==> src/rtl/alu_seq_pkg.sv <==
// Shared opcode encoding, FSM states and sizing helper for the multi-cycle ALU.
package alu_seq_pkg;

  localparam logic [3:0] OP_ADDU = 4'b0000;
  localparam logic [3:0] OP_ADD  = 4'b0001;
  localparam logic [3:0] OP_SUBU = 4'b0010;
  localparam logic [3:0] OP_SUB  = 4'b0011;
  localparam logic [3:0] OP_OR   = 4'b0100;
  localparam logic [3:0] OP_SLT  = 4'b0101;
  localparam logic [3:0] OP_SLTU = 4'b0110;
  localparam logic [3:0] OP_AND  = 4'b0111;
  localparam logic [3:0] OP_MULU = 4'b1000;
  localparam logic [3:0] OP_DIVU = 4'b1001;
  localparam logic [3:0] OP_REMU = 4'b1010;

  typedef enum logic [1:0] {
    ST_IDLE = 2'd0,
    ST_CALC = 2'd1,
    ST_DONE = 2'd2
  } state_t;

  // Step counter width: CNTW = $clog2(N)+1, wide enough to hold N itself.
  function automatic int cnt_w(input int n);
    return $clog2(n) + 1;
  endfunction

endpackage

==> src/rtl/alu_seq_iter.sv <==
// Shared N-step engine: shift-add multiply or restoring shift-subtract divide.
// The first step is taken on the start edge so the result is ready N cycles later.
module alu_seq_iter
  import alu_seq_pkg::*;
#(
  parameter int N = 32
) (
  input  logic           clk,
  input  logic           rst_n,
  input  logic           start,
  input  logic           op_div,
  input  logic [N-1:0]   a,
  input  logic [N-1:0]   b,
  output logic           done,
  output logic [2*N-1:0] res
);

  localparam int CNTW = cnt_w(N);

  logic [2*N-1:0]  acc;
  logic [2*N-1:0]  acc_src;
  logic [2*N-1:0]  acc_nxt;
  logic [N-1:0]    opnd_q;
  logic [N-1:0]    opnd_src;
  logic            div_q;
  logic            div_src;
  logic [CNTW-1:0] cnt;
  logic            busy;

  // Upper half accumulates the product; lower half shifts out multiplier bits.
  function automatic logic [2*N-1:0] mul_step(input logic [2*N-1:0] p,
                                               input logic [N-1:0]   m);
    logic [N:0] sum;
    sum = {1'b0, p[2*N-1:N]} + (p[0] ? {1'b0, m} : {(N+1){1'b0}});
    return {sum, p[N-1:1]};
  endfunction

  // Upper half is the partial remainder; quotient bits shift in at the bottom.
  function automatic logic [2*N-1:0] div_step(input logic [2*N-1:0] p,
                                              input logic [N-1:0]   d);
    logic [N:0]   trial;
    logic [N:0]   diff;
    logic [N-1:0] rem;
    logic         q;
    trial = {p[2*N-1:N], p[N-1]};
    diff  = trial - {1'b0, d};
    q     = ~diff[N];
    rem   = q ? diff[N-1:0] : trial[N-1:0];
    return {rem, p[N-2:0], q};
  endfunction

  always_comb begin
    acc_src  = start ? {{N{1'b0}}, a} : acc;
    opnd_src = start ? b : opnd_q;
    div_src  = start ? op_div : div_q;
    acc_nxt  = div_src ? div_step(acc_src, opnd_src) : mul_step(acc_src, opnd_src);
  end

  assign done = busy && (cnt == CNTW'(1));
  assign res  = acc;

  always_ff @(posedge clk or negedge rst_n) begin
    if (!rst_n) begin
      acc    <= '0;
      opnd_q <= '0;
      div_q  <= 1'b0;
      cnt    <= '0;
      busy   <= 1'b0;
    end else if (start) begin
      acc    <= acc_nxt;
      opnd_q <= b;
      div_q  <= op_div;
      cnt    <= CNTW'(N);
      busy   <= 1'b1;
    end else if (busy) begin
      if (done) begin
        busy <= 1'b0;
      end else begin
        acc <= acc_nxt;
        cnt <= cnt - CNTW'(1);
      end
    end
  end

endmodule

==> src/rtl/alu_seq.sv <==
// Multi-cycle ALU with valid/ready handshakes: single-cycle add/sub/logic/compare,
// iterative unsigned multiply, divide and remainder.
module alu_seq
  import alu_seq_pkg::*;
#(
  parameter int N    = 32,
  parameter int CTRW = 4
) (
  input  logic            clk,
  input  logic            rst_n,
  input  logic            in_valid,
  output logic            in_ready,
  input  logic [N-1:0]    A,
  input  logic [N-1:0]    B,
  input  logic [CTRW-1:0] ALUctr,
  output logic            out_valid,
  input  logic            out_ready,
  output logic [N-1:0]    Result,
  output logic            Zero,
  output logic            Overflow
);

  state_t          state;
  state_t          state_nxt;
  logic [CTRW-1:0] op_q;
  logic            needs_iter;
  logic            iter_start;
  logic            iter_done;
  logic [2*N-1:0]  iter_res;
  logic            res_load;
  logic [N-1:0]    res_nxt;
  logic            ovf_nxt;

  function automatic logic add_ovf(input logic signed [N-1:0] a,
                                   input logic signed [N-1:0] b,
                                   input logic signed [N-1:0] s);
    return (a[N-1] == b[N-1]) && (s[N-1] != a[N-1]);
  endfunction

  function automatic logic sub_ovf(input logic signed [N-1:0] a,
                                   input logic signed [N-1:0] b,
                                   input logic signed [N-1:0] d);
    return (a[N-1] != b[N-1]) && (d[N-1] != a[N-1]);
  endfunction

  // {Overflow, Result} for everything finished in the accept cycle, including
  // divide-by-zero; SLT uses a true signed compare so subtract overflow cannot leak in.
  function automatic logic [N:0] fast_op(input logic [CTRW-1:0]     ctr,
                                         input logic signed [N-1:0] a,
                                         input logic signed [N-1:0] b);
    logic signed [N-1:0] sum;
    logic signed [N-1:0] diff;
    logic [N:0]          r;
    sum  = a + b;
    diff = a - b;
    r    = '0;
    case (ctr)
      OP_ADDU: r = {1'b0, sum};
      OP_ADD:  r = {add_ovf(a, b, sum), sum};
      OP_SUBU: r = {1'b0, diff};
      OP_SUB:  r = {sub_ovf(a, b, diff), diff};
      OP_OR:   r = {1'b0, a | b};
      OP_SLT:  r = {1'b0, {(N-1){1'b0}}, (a < b)};
      OP_SLTU: r = {1'b0, {(N-1){1'b0}}, ($unsigned(a) < $unsigned(b))};
      OP_AND:  r = {1'b0, a & b};
      OP_DIVU: r = {1'b1, {N{1'b1}}};
      OP_REMU: r = {1'b1, a};
      default: r = '0;
    endcase
    return r;
  endfunction

  assign needs_iter = (ALUctr == OP_MULU) ||
                      (((ALUctr == OP_DIVU) || (ALUctr == OP_REMU)) && (B != '0));

  alu_seq_iter #(
    .N (N)
  ) u_iter (
    .clk    (clk),
    .rst_n  (rst_n),
    .start  (iter_start),
    .op_div (ALUctr != OP_MULU),
    .a      (A),
    .b      (B),
    .done   (iter_done),
    .res    (iter_res)
  );

  always_comb begin
    state_nxt  = state;
    iter_start = 1'b0;
    res_load   = 1'b0;
    res_nxt    = Result;
    ovf_nxt    = Overflow;
    case (state)
      ST_IDLE: begin
        if (in_valid) begin
          if (needs_iter) begin
            iter_start = 1'b1;
            state_nxt  = ST_CALC;
          end else begin
            res_load             = 1'b1;
            {ovf_nxt, res_nxt}   = fast_op(ALUctr, A, B);
            state_nxt            = ST_DONE;
          end
        end
      end
      ST_CALC: begin
        if (iter_done) begin
          res_load  = 1'b1;
          state_nxt = ST_DONE;
          case (op_q)
            OP_MULU: begin
              res_nxt = iter_res[N-1:0];
              ovf_nxt = |iter_res[2*N-1:N];
            end
            OP_DIVU: begin
              res_nxt = iter_res[N-1:0];
              ovf_nxt = 1'b0;
            end
            default: begin
              res_nxt = iter_res[2*N-1:N];
              ovf_nxt = 1'b0;
            end
          endcase
        end
      end
      ST_DONE: begin
        if (out_ready) state_nxt = ST_IDLE;
      end
      default: state_nxt = ST_IDLE;
    endcase
  end

  assign in_ready  = (state == ST_IDLE);
  assign out_valid = (state == ST_DONE);

  // Control and result registers; Zero is derived from the value being latched.
  always_ff @(posedge clk or negedge rst_n) begin
    if (!rst_n) begin
      state    <= ST_IDLE;
      op_q     <= '0;
      Result   <= '0;
      Zero     <= 1'b0;
      Overflow <= 1'b0;
    end else begin
      state <= state_nxt;
      if (in_ready && in_valid) op_q <= ALUctr;
      if (res_load) begin
        Result   <= res_nxt;
        Zero     <= (res_nxt == '0);
        Overflow <= ovf_nxt;
      end
    end
  end

endmodule

==> config.mk <==
export PLATFORM = sky130hd
export DESIGN_NAME = alu_seq
export DESIGN_NICKNAME = d
export VERILOG_FILES = /design/src/rtl/alu_seq_pkg.sv /design/src/rtl/alu_seq_iter.sv /design/src/rtl/alu_seq.sv
export SDC_FILE = /design/constraint.sdc
export NUM_CORES = 1
export LEC_CHECK = 0
export BUFFER_PORTS_ARGS = -buffer_cell sky130_fd_sc_hd__clkbuf_2
export CAP_MARGIN = 5
export CORE_MARGIN = 8
export CORE_UTILIZATION = 34
export DETAILED_ROUTE_END_ITERATION = 7
export PLACE_DENSITY = 0.5
export SYNTH_ARGS = -nofsm -noshare
export SYNTH_HDL_FRONTEND = slang
export SYNTH_SLANG_ARGS = --single-unit
==> constraint.sdc <==
create_clock -name clk -period 7.4 [get_ports clk]
set_input_delay 2.22 -clock clk [delete_from_list [all_inputs] [get_ports clk]]
set_output_delay 2.22 -clock clk [all_outputs]
set_load 0.005 [all_outputs]
# Yosys cells after proc, flatten, opt, wreduce, memory -nomap -nowiden

Cells that the tools add are included.
W data, S select, Z words.

Register bits: 144
Input bits: 72
Output and inout bits: 36
Logic and storage cells: 101

$add $sub $neg: 5
Magnitude comparators: 2
Eq/ne operators: 25
Muxes and demuxes: 38
Bitwise gates (word level): 3
Reductions and logical operators: 18

Operators with widths:

| kind                  | count |
|---|---|
| $pmux W33 S10         | 1 |
| $mux W64              | 5 |
| $mux W32              | 7 |
| $lt A32 B32 Y1        | 2 |
| $pmux W32 S2          | 1 |
| $add A32 B33 Y33      | 1 |
| $sub A33 B32 Y33      | 1 |
| $add A32 B32 Y32      | 1 |
| $and A32 B32 Y32      | 1 |
| $logic_not A32 Y1     | 1 |
| $or A32 B32 Y32       | 1 |
| $reduce_bool A32 Y1   | 1 |
| $reduce_or A32 Y1     | 1 |
| $sub A32 B32 Y32      | 1 |
| $eq A4 B4 Y1 const B  | 5 |
| $mux W6               | 3 |
| $eq A4 B3 Y1 const B  | 4 |
| $mux W1               | 14 |
| $eq A4 B2 Y1 const B  | 2 |
| $mux W2               | 4 |
| $eq A6 B1 Y1 const B  | 1 |
| $ne A2 B2 Y1 const B  | 3 |
| $pmux W2 S3           | 1 |
| $sub A6 B1 Y6 const B | 1 |
| 18 further kinds      | 28 |

# Logic depth before layout (Yosys ltp)

Gate-level depths: netlist of run 1.

Depth after elaboration: 14
Gate-level depth with buffers: 26
Mapped depth without buffers: 23

# Hierarchy

Synthesis of run 1 repeated with hierarchy kept, for this count alone.

Cell total of the unflattened synthesis: 2305
Area total of the unflattened synthesis: 17344.1 um^2

Modules (own cells, without submodules):

| module       | instances | cells an instance | area each (um^2) | sequential area each (um^2) |
|---|---|---|---|---|
| alu_seq_iter | 1         | 1107              | 9053.7           | 2602.5 |
| alu_seq      | 1         | 1198              | 8290.5           | 1001.0 |

# Least setup slack after synthesis of run 1

No wires, ideal clock.

Path type: input to register
From: input port B[1]
To: register u_iter.acc[48] (netlist: u_iter.res[48])
Setup time: 0.121 ns
Arrival time: 7.409 ns
Required time: 7.279 ns
Setup slack: -0.131 ns
Cell stages on the path: 26
Path buffers: 4
Cell sequence: nor4_1 nand4_1 nor2_1 maj3_1 or3_1 buf_2 clkbuf_1 buf_1 nand2_1 o21ai_0 ha_1 inv_1 fa_1 a211o_1 o211ai_1 a211o_1 nand3_1 a21bo_2 a31o_2 nand4_1 and4b_1 xor2_2 buf_2 mux2i_1 nor2_1 o22a_1

Word-level cells in the longest chain between the ends: 13
Elaborated cells between the ends (all ways): 20
Those cells by class: 2 x add/sub; 1 x eq/ne; 12 x mux; 5 x reduce/logical

Ends and longest elaborated chain:

| element                                      | RTL line                               | source |
|---|---|---|
| start, declared                              | alu_seq.sv:14                          | `input logic [N-1:0] B,` |
| $reduce_bool A32 Y1 *                        | alu_seq.sv:74                          | `(((ALUctr == OP_DIVU) \|\| (ALUctr == OP_REMU)) && (B != '0));` |
| $logic_and A1 B1 Y1 *                        | alu_seq.sv:74                          |  |
| $logic_or A1 B1 Y1 *                         | alu_seq.sv:73                          | `assign needs_iter = (ALUctr == OP_MULU) \|\|` |
| $mux W1 *                                    | alu_seq.sv:98                          | `if (needs_iter) begin` |
| $mux W1 *                                    | alu_seq.sv:97                          | `if (in_valid) begin` |
| $mux W1 *                                    | alu_seq.sv:95                          | `case (state)` |
| $mux W32 *                                   | alu_seq_iter.sv:54                     | `opnd_src = start ? b : opnd_q;` |
| via u_iter.opnd_src[0]                       | alu_seq_iter.sv:24                     | `logic [N-1:0] opnd_src;` |
| $mux W32 or $sub A33 B32 Y33 (tied branches) | alu_seq_iter.sv:34, alu_seq_iter.sv:46 |  |
| $add A32 B33 Y33 or $mux W32 (tied branches) | alu_seq_iter.sv:34, alu_seq_iter.sv:48 |  |
| $mux W64 *                                   | alu_seq_iter.sv:56                     | `acc_nxt = div_src ? div_step(acc_src, opnd_src) : mul_step(acc_src, opnd_src);` |
| $mux W64                                     | alu_seq_iter.sv:76                     | `if (done) begin` |
| $mux W64                                     | alu_seq_iter.sv:75                     | `end else if (busy) begin` |
| $mux W64 *                                   | alu_seq_iter.sv:69                     | `end else if (start) begin` |
| end signal, assigned                         | alu_seq_iter.sv:70                     | `acc <= acc_nxt;` |
| end signal, assigned                         | alu_seq_iter.sv:79                     | `acc <= acc_nxt;` |
| end, declared                                | alu_seq_iter.sv:20                     | `logic [2*N-1:0] acc;` |

The timed path passes the listed nets; every way through them passes the cells marked *. The select of a mux whose other input is x is not followed.
A chain may end at the register's enable or synchronous reset.

# Worst setup path in the final report of run 1

From: input port B[7]
To: register u_iter.acc[61] (netlist: u_iter.res[61])

Word-level cells in the longest chain between the ends: 13
Elaborated cells between the ends (all ways): 20
Those cells by class: 2 x add/sub; 1 x eq/ne; 12 x mux; 5 x reduce/logical

Ends and longest elaborated chain:

| element                                      | RTL line |
|---|---|
| $reduce_bool A32 Y1                          | alu_seq.sv:74 |
| $logic_and A1 B1 Y1                          | alu_seq.sv:74 |
| $logic_or A1 B1 Y1                           | alu_seq.sv:73 |
| $mux W1                                      | alu_seq.sv:98 |
| $mux W1                                      | alu_seq.sv:97 |
| $mux W1                                      | alu_seq.sv:95 |
| $mux W32 or $mux W64 (tied branches)         | alu_seq_iter.sv:54, alu_seq_iter.sv:53 |
| $mux W32 or $sub A33 B32 Y33 (tied branches) | alu_seq_iter.sv:34, alu_seq_iter.sv:46 |
| $add A32 B33 Y33 or $mux W32 (tied branches) | alu_seq_iter.sv:34, alu_seq_iter.sv:48 |
| $mux W64                                     | alu_seq_iter.sv:56 |
| $mux W64                                     | alu_seq_iter.sv:76 |
| $mux W64                                     | alu_seq_iter.sv:75 |
| $mux W64                                     | alu_seq_iter.sv:69 |

Parallel ways exist; a longest one is shown, timed or not. The select of a mux whose other input is x is not followed.

==> metrics.yaml, run 1 <==
synthesis:
  yosysWarnings: 0
  async_reset_ff_share_pct: 100.0
  synth_cells: 2152
  ys.flop_type: "dfrtp_1"
  yosysUniqueCellTypes: 102
  synth_nets: 2394
  synth-edff-count: 0
  synth_area_um2: 16460
  syn_area_per_cell_um2: 7.649
  synth_seq_cells: 144
  seq_area_frac_synth_pct: 21.89
critical_path:
  cp_num_buf_inv: 4
  cp_top_family: "compound AO/OA/AOI/OAI gates"
  worstSetupEndpointType: "register"
  worst-path-max-fanout: 7
  max_stage_delay_ns: 0.51
  path_cells: "clkbuf_2, nor4_2, nand4_1, nor2_1, maj3_1, or3_4, buf_12, mux2i_1, nor2_1, ha_1, nor2b_1, o2111ai_1, nand4b_1, a211o_1, a31o_2, nor2b_1, o21a_1, o41ai_1, buf_4, o21ai_0, o41ai_1, buf_4, xor2_1, o21ai_0"
  critPathRequiredTime_ns: 7.72
  cp_slowest_cell: "nor4_2"
  setup.worst_path.class: "in2reg"
  cp-start-kind: "primary input"
  worst-endpoint-arrival_ns: 7.40
place:
  dp_cells: 2957
  place_ws_ns: -0.3477
  port_buffers: 107
  dpl.hpwl_um: 55840
  gp_congestion: 0.9526
timing:
  timing.setup.tns_ns: 0
  fmax_mhz: 141.3
  maxSlewHeadroom_pct: 37.18
  setup_violations: 0
  min_period_ns: 7.078
  skew_ns: 0.01778
  rsz0062_at_grt: "no"
  finalHoldViolations: 0
  tightest_slew_ns: 0.9359
  setup_slack_ns: 0.3222
  fin_crit_sh_pct: 95.65
  slew_viol_final: 0
detailed_routing:
  wl_met1_um: 32440
  routedWlPerCell_um: 23.63
  met2WireLength_um: 31890
  drt_iter0_markers: 1711
  highest_layer: "met4"
  drc_errors: 0
  vias_per_cell: 5.791
  vias: 17320
  wl_met3_um: 3894
  first_pass_iters: 7
  wl_um: 70660
  ant_nets: 0
clock_tree:
  htreeDepth: 4
  cts.sink_count: 144
  path_clk_slew_ns: 0.07
  cts_buffer_depth: 2
  root_buffer: "clkbuf_16"
  post-cts-setup-buffers: 0
  clk_latency_ns: 0.46
  cts_inserted_buffers: 17
  cts_tree: "yes"
die:
  die_h_um: 236.0
  ioPinCount: 108
  start_util_pct: 34.48
  dieArea_um2: 55710
  fp.dieW_um: 236.0
  core_um2: 47750
  rows: 80
global_routing:
  antenna_found_initial: 0
  grt_use_total_pct: 24.55
  overflow: 0
  grt_max_degree: 85
  grt_pass1_wl_um: 106200
  grt_pass1_vias: 16840
pwr:
  switching_share_pct: 48.25
  p_seq_share_pct: 17.3
  internal_power_mw: 4.636
  ir_worst_vdd_mv: 0.2016
  power_mw: 8.958
  p_per_area_nw_per_um2: 459.7
  comb_power_share_pct: 72.0
  p_sw_mw: 4.322
  power_leakage_nw: 9.336
  p_clk_share_pct: 10.7
final_layout:
  multiInputGateArea_um2: 11900
  utilization_pct: 40.82
  final_cell_mix: "nor2_1 (250), a21oi_1 (222), buf_4 (184)"
  fillerInstances: 4951
  nets: 2603
  final_common_cell: "nor2_1"
  drive_above_1_share_pct: 16.43
  register_area_um2: 3603
  instances_no_fill: 2990
  synthToLayoutAreaGrowth_pct: 18.39
run_status:
  outcome: "finished, final reports clean"
run:
  max_cap_violations: 0
worst_hold_path:
  hp-class: "reg2reg"
[Yosys cell counts, drive strengths merged, types with 11 or more instances]
cell type / count / area (µm²)
nor2: 253 / 952.2
a21oi: 225 / 1137
nand2: 180 / 675.7
ha: 166 / 2077
inv: 154 / 578.1
dfrtp: 144 / 3603
o21ai: 131 / 666.9
mux2i: 107 / 1071
clkbuf: 72 / 272.8
xnor2: 51 / 446.7
a21o: 50 / 375.4
nor3: 48 / 250.2
and2: 44 / 275.3
xor2: 35 / 314.1
buf: 34 / 180.2
nand3: 32 / 160.2
nand2b: 27 / 176.4
a211oi: 24 / 185.2
nor4: 24 / 175.2
o211ai: 23 / 172.7
o21a: 22 / 165.2
a31oi: 21 / 137.6
o21bai: 19 / 142.6
nor2b: 18 / 115.1
o31ai: 16 / 138.9
and3: 12 / 75.07
mux2: 12 / 135.1
nand4: 12 / 81.33
or3: 12 / 75.07
a221oi: 11 / 102.6
a22oi: 11 / 87.58
o221ai: 11 / 96.34
o22ai: 11 / 75.07
[state kept, by name (all words and copies together) (netlist names)]
signal         flops
u_iter.cnt         6
u_iter.opnd_q     32
Overflow           1
Zero               1
Result            32
state              2
op_q               4
u_iter.res        64
u_iter.div_q       1
u_iter.busy        1
[tightest hold or removal path, delay by kind of cell (launching register included)]
kind,cells,cell delay [ns]
AO/OA/AOI/OAI,1,0.07
flip-flops,1,0.35
AND/OR/NAND/NOR,1,0.05
[per-layer routing]
layer,track usage (%),vias to the layer above
met5,0,-
met4,9.081,0
met3,2.530,133
met2,39.71,626
met1,33.51,8413
li1,-,8143
[metrics by stage]
step / area [µm²] / hold WS, ns
floorplan: 16460 / 0.4505
global placement: 18860 / 0.4702
detailed placement: 18860 / 0.4794
CTS: 19470 / 0.4953
global route: 19490 / 0.5424
finish: 19490 / 0.4995
[final timing paths]
| path | cells after the start | from | slack (ns) | to |
|---|---|---|---|---|
| worst max register to register | 23 | state[1] | 1.53 | u_iter.res[61] |
| worst min-delay path | 2 | Result[2] | 0.50 | Result[2] |
| min in group asynchronous | 1 | rst_n | 1.84 | Result[26] |
| worst max-delay path | 24 | B[7] | 0.32 | u_iter.res[61] |
| max in group asynchronous | 2 | rst_n | 4.07 | u_iter.res[32] |
| worst min register to register | 2 | Result[2] | 0.50 | Result[2] |
[layout make-up]
cell class              count  share of cell area [%]
flip-flops and latches    144                   18.49
clock buffers              21                   2.311
clock inverters            11                  0.8346
inverters                 154                   2.966
multi-input cells        1748                   61.06
well taps                 615                   3.948
diodes                      1                 0.01284
repair buffers            296                   10.38
[power by group through the flow]
stage                     clock network, mW  logic [mW]  registers (mW)
final                                 0.957        6.45            1.55
after global routing                  0.997        7.13            1.59
after CTS                             0.969        6.41            1.54
after detailed placement                  0        6.37            1.56
after global placement                    0        6.31            1.55
after floorplan                           0        4.25            1.37
[cells by family (layout without fill, tap and decap cells)]
kind of cell / Yosys count / count (layout) / synth area share (%)
buffers and inverters: 260 / 482 / 6.263
DFF: 144 / 144 / 21.89
and+or+nand+nor: 695 / 695 / 19.88
adders and majority gates: 171 / 171 / 13.17
AOI/OAI and AO/OA: 677 / 677 / 26.85
other: 0 / 1 / 0
muxes: 119 / 119 / 7.327
xor gates and xnor gates: 86 / 86 / 4.622
[repair_timing]
action                                  in CTS  in global routing
endpoints found under the setup margin       0                 30
resized for setup                            0                  2
hold buffers                                 0                  0
(Power assumes the default switching activity.)
==> inputs of run 2 (changes only) <==
--- a/config.mk
+++ b/config.mk
@@ -7,10 +7,12 @@
 export LEC_CHECK = 0
 export BUFFER_PORTS_ARGS = -buffer_cell sky130_fd_sc_hd__clkbuf_2
 export CAP_MARGIN = 5
+export CELL_PAD_IN_SITES_DETAIL_PLACEMENT = 1
+export CELL_PAD_IN_SITES_GLOBAL_PLACEMENT = 1
 export CORE_MARGIN = 8
 export CORE_UTILIZATION = 34
 export DETAILED_ROUTE_END_ITERATION = 7
-export PLACE_DENSITY = 0.5
+export PLACE_DENSITY = 0.63
 export SYNTH_ARGS = -nofsm -noshare
 export SYNTH_HDL_FRONTEND = slang
 export SYNTH_SLANG_ARGS = --single-unit
==> run 2 against run 1 <==
Against the previous run: clock skew is 0.0034 ns lower; clock power is 7.5% lower; final area is 1.0% lower; utilization is 0.42 points lower; critical path depth stayed put; sequential cell count stayed put; register-to-register slack hardly changed; via count is 0.39% higher; non-clock buffer count is 15 lower; largest cell class unchanged.
==> metrics.yaml, run 2 (same netlist as run 1, synthesis figures left out) <==
clock_tree:
  cts.sink_count: 144  # unchanged
  htreeDepth: 4  # unchanged
  clk_latency_ns: 0.46  # about the same
  root_buffer: "clkbuf_16"
  cts_inserted_buffers: 17  # unchanged
  cts_buffer_depth: 2  # unchanged
  cts_resized: 0  # unchanged
  post-cts-setup-buffers: 0  # unchanged
  path_clk_slew_ns: 0.08  # about the same
  ctsHoldBuffers: 0  # unchanged
  cts_tree: "yes"
final_layout:
  drive_above_1_share_pct: 15.85  # -0.57 points
  fin_area_um2: 19290  # -1.0%
  register_area_um2: 3603  # unchanged
  largest_reg_flops: 64  # unchanged
  multiInputGateArea_um2: 11880  # -0.13%
  final_cell_mix: "nor2_1 (251), a21oi_1 (222), nand2_1 (180)"
  final_common_cell: "nor2_1"
  instances_no_fill: 2974  # -0.54%
  utilization_pct: 40.39  # -0.42 points
  fillerInstances: 5940  # +20%
  synthToLayoutAreaGrowth_pct: 17.16
  nets: 2588  # -0.58%
  diodes: 0  # -1
die:
  dieArea_um2: 55710  # unchanged
  ioPinCount: 108  # unchanged
  start_util_pct: 34.48  # unchanged
  die_h_um: 236.0  # unchanged
  core_um2: 47750  # unchanged
  rows: 80  # unchanged
  fp.dieW_um: 236.0  # unchanged
pwr:
  ir_worst_vdd_mv: 0.1805  # -10%
  power_leakage_nw: 9.225  # -1.2%
  p_per_area_nw_per_um2: 459.1  # -0.12%
  power_mw: 8.855  # -1.2%
critical_path:
  max_stage_delay_ns: 0.47  # -0.04 ns
  critPathRequiredTime_ns: 7.74  # +0.02 ns
  worstSetupEndpointType: "register"
  worst-endpoint-arrival_ns: 7.46  # +0.06 ns
  setup.worst_path.class: "in2reg"
  path_cells: "clkbuf_2, nor4_1, nand4_1, nor2_1, maj3_1, or3_4, buf_4, mux2i_1, ha_1, inv_1, fa_1, a211o_1, o211ai_1, a211o_1, nand3_1, a21bo_2, a31o_2, nand4_1, and4b_1, xor2_4, buf_12, mux2i_1, o21ai_0, mux2_2"
  worst-path-max-fanout: 10  # +3
  cp-start-kind: "primary input"
  cp_slowest_cell: "fa_1"
timing:
  fin_crit_sh_pct: 96.10  # +0.45 points
  finalHoldViolations: 0  # unchanged
  tightest_slew_ns: 0.9922  # +0.05633 ns
  slew_viol_final: 0  # unchanged
  skew_ns: 0.01435  # -0.003430 ns
  rsz0062_at_grt: "no"
  maxSlewHeadroom_pct: 33.01  # -4.2 points
  timing.setup.tns_ns: 0  # unchanged
  setup_slack_ns: 0.2888  # -0.03340 ns
  min_period_ns: 7.111  # +0.03340 ns
  hold_ws_ns: 0.4996  # +0.0001040 ns
  fmax_mhz: 140.6  # -0.47%
  setup_violations: 0  # unchanged
worst_hold_path:
  hp-class: "reg2reg"
place:
  dpl_cell_area_um2: 18730  # -0.68%
  port_buffers: 107  # unchanged
  dpl.hpwl_um: 58250  # +4.3%
  place_ws_ns: -0.1665  # +0.1812 ns
  gp_congestion: 0.9223  # -3.2%
  dp_cells: 2942  # -0.51%
global_routing:
  grt_pass1_vias: 18060  # +7.3%
  overflow: 0  # unchanged
  grt_max_degree: 70  # -18%
  antenna_found_initial: 0  # unchanged
  grt_pass1_wl_um: 111800  # +5.3%
  grt_use_total_pct: 25.68  # +1.1 points
detailed_routing:
  drt_iter0_markers: 1299  # -24%
  ant_nets: 0  # unchanged
  first_pass_iters: 5  # -2
  drc_errors: 0  # unchanged
  wl_um: 73450  # +4.0%
  vias_per_cell: 5.845  # +0.93%
  routedWlPerCell_um: 24.70  # +4.5%
  vias: 17380  # +0.39%
run_status:
  outcome: "finished, final reports clean"
run:
  max_cap_violations: 0  # unchanged
==> run 2: cell types whose count changed in the layout (fill, tap and decap cells not counted), sizes merged <==
cell,previous run,this run
buf,190,175
bufinv,4,0
clkbuf,127,124
clkinv,4,0
clkinvlp,3,5
diode,1,0
inv,154,163
==> run 2: critical path: cells and delay by family <==
kind            cells  cell delay (ns)
fa+ha+maj           3             1.08
mux                 3             0.73
compound gates      6             1.23
simple gates        7             1.27
buf+inv             4             0.66
xor+xnor            1             0.23
==> run 2: area by class of cell <==
class                      instances  area share, %
inverter                         154          2.997
clock buffer                      18          2.225
timing repair buffer             281          9.842
tap                              615          3.990
multi-input combinational       1748          61.62
sequential                       144          18.68
clock inverter                    14         0.6423
==> run 2: report_power, final <==
group	switching (mW)	internal [mW]	total (mW)
combinational	3.62	2.81	6.42
sequential	0.379	1.17	1.55
clock	0.442	0.442	0.885
total	4.44	4.42	8.85
==> run 2: path summary, 6_finish.rpt <==
check                                  to      start  cells after the start  slack, ns
max in group asynchronous  u_iter.res[19]      rst_n                      2       4.44
hold / removal                  Result[2]  Result[2]                      2       0.50
hold reg to reg                 Result[2]  Result[2]                      2       0.50
setup / recovery           u_iter.res[37]      B[15]                     24       0.29
setup reg to reg           u_iter.res[61]   state[1]                     24       1.54
min in group asynchronous      Result[28]      rst_n                      1       1.78
==> run 2: routing by layer <==
| layer | GRT usage (%) | up-vias | wire (µm) |
|---|---|---|---|
| met5 | 0 | - | 0 |
| met4 | 9.194 | 0 | 2388 |
| met3 | 2.856 | 121 | 3572 |
| met2 | 42.79 | 499 | 34180 |
| met1 | 34.02 | 8672 | 33310 |
| li1 | - | 8090 | - |
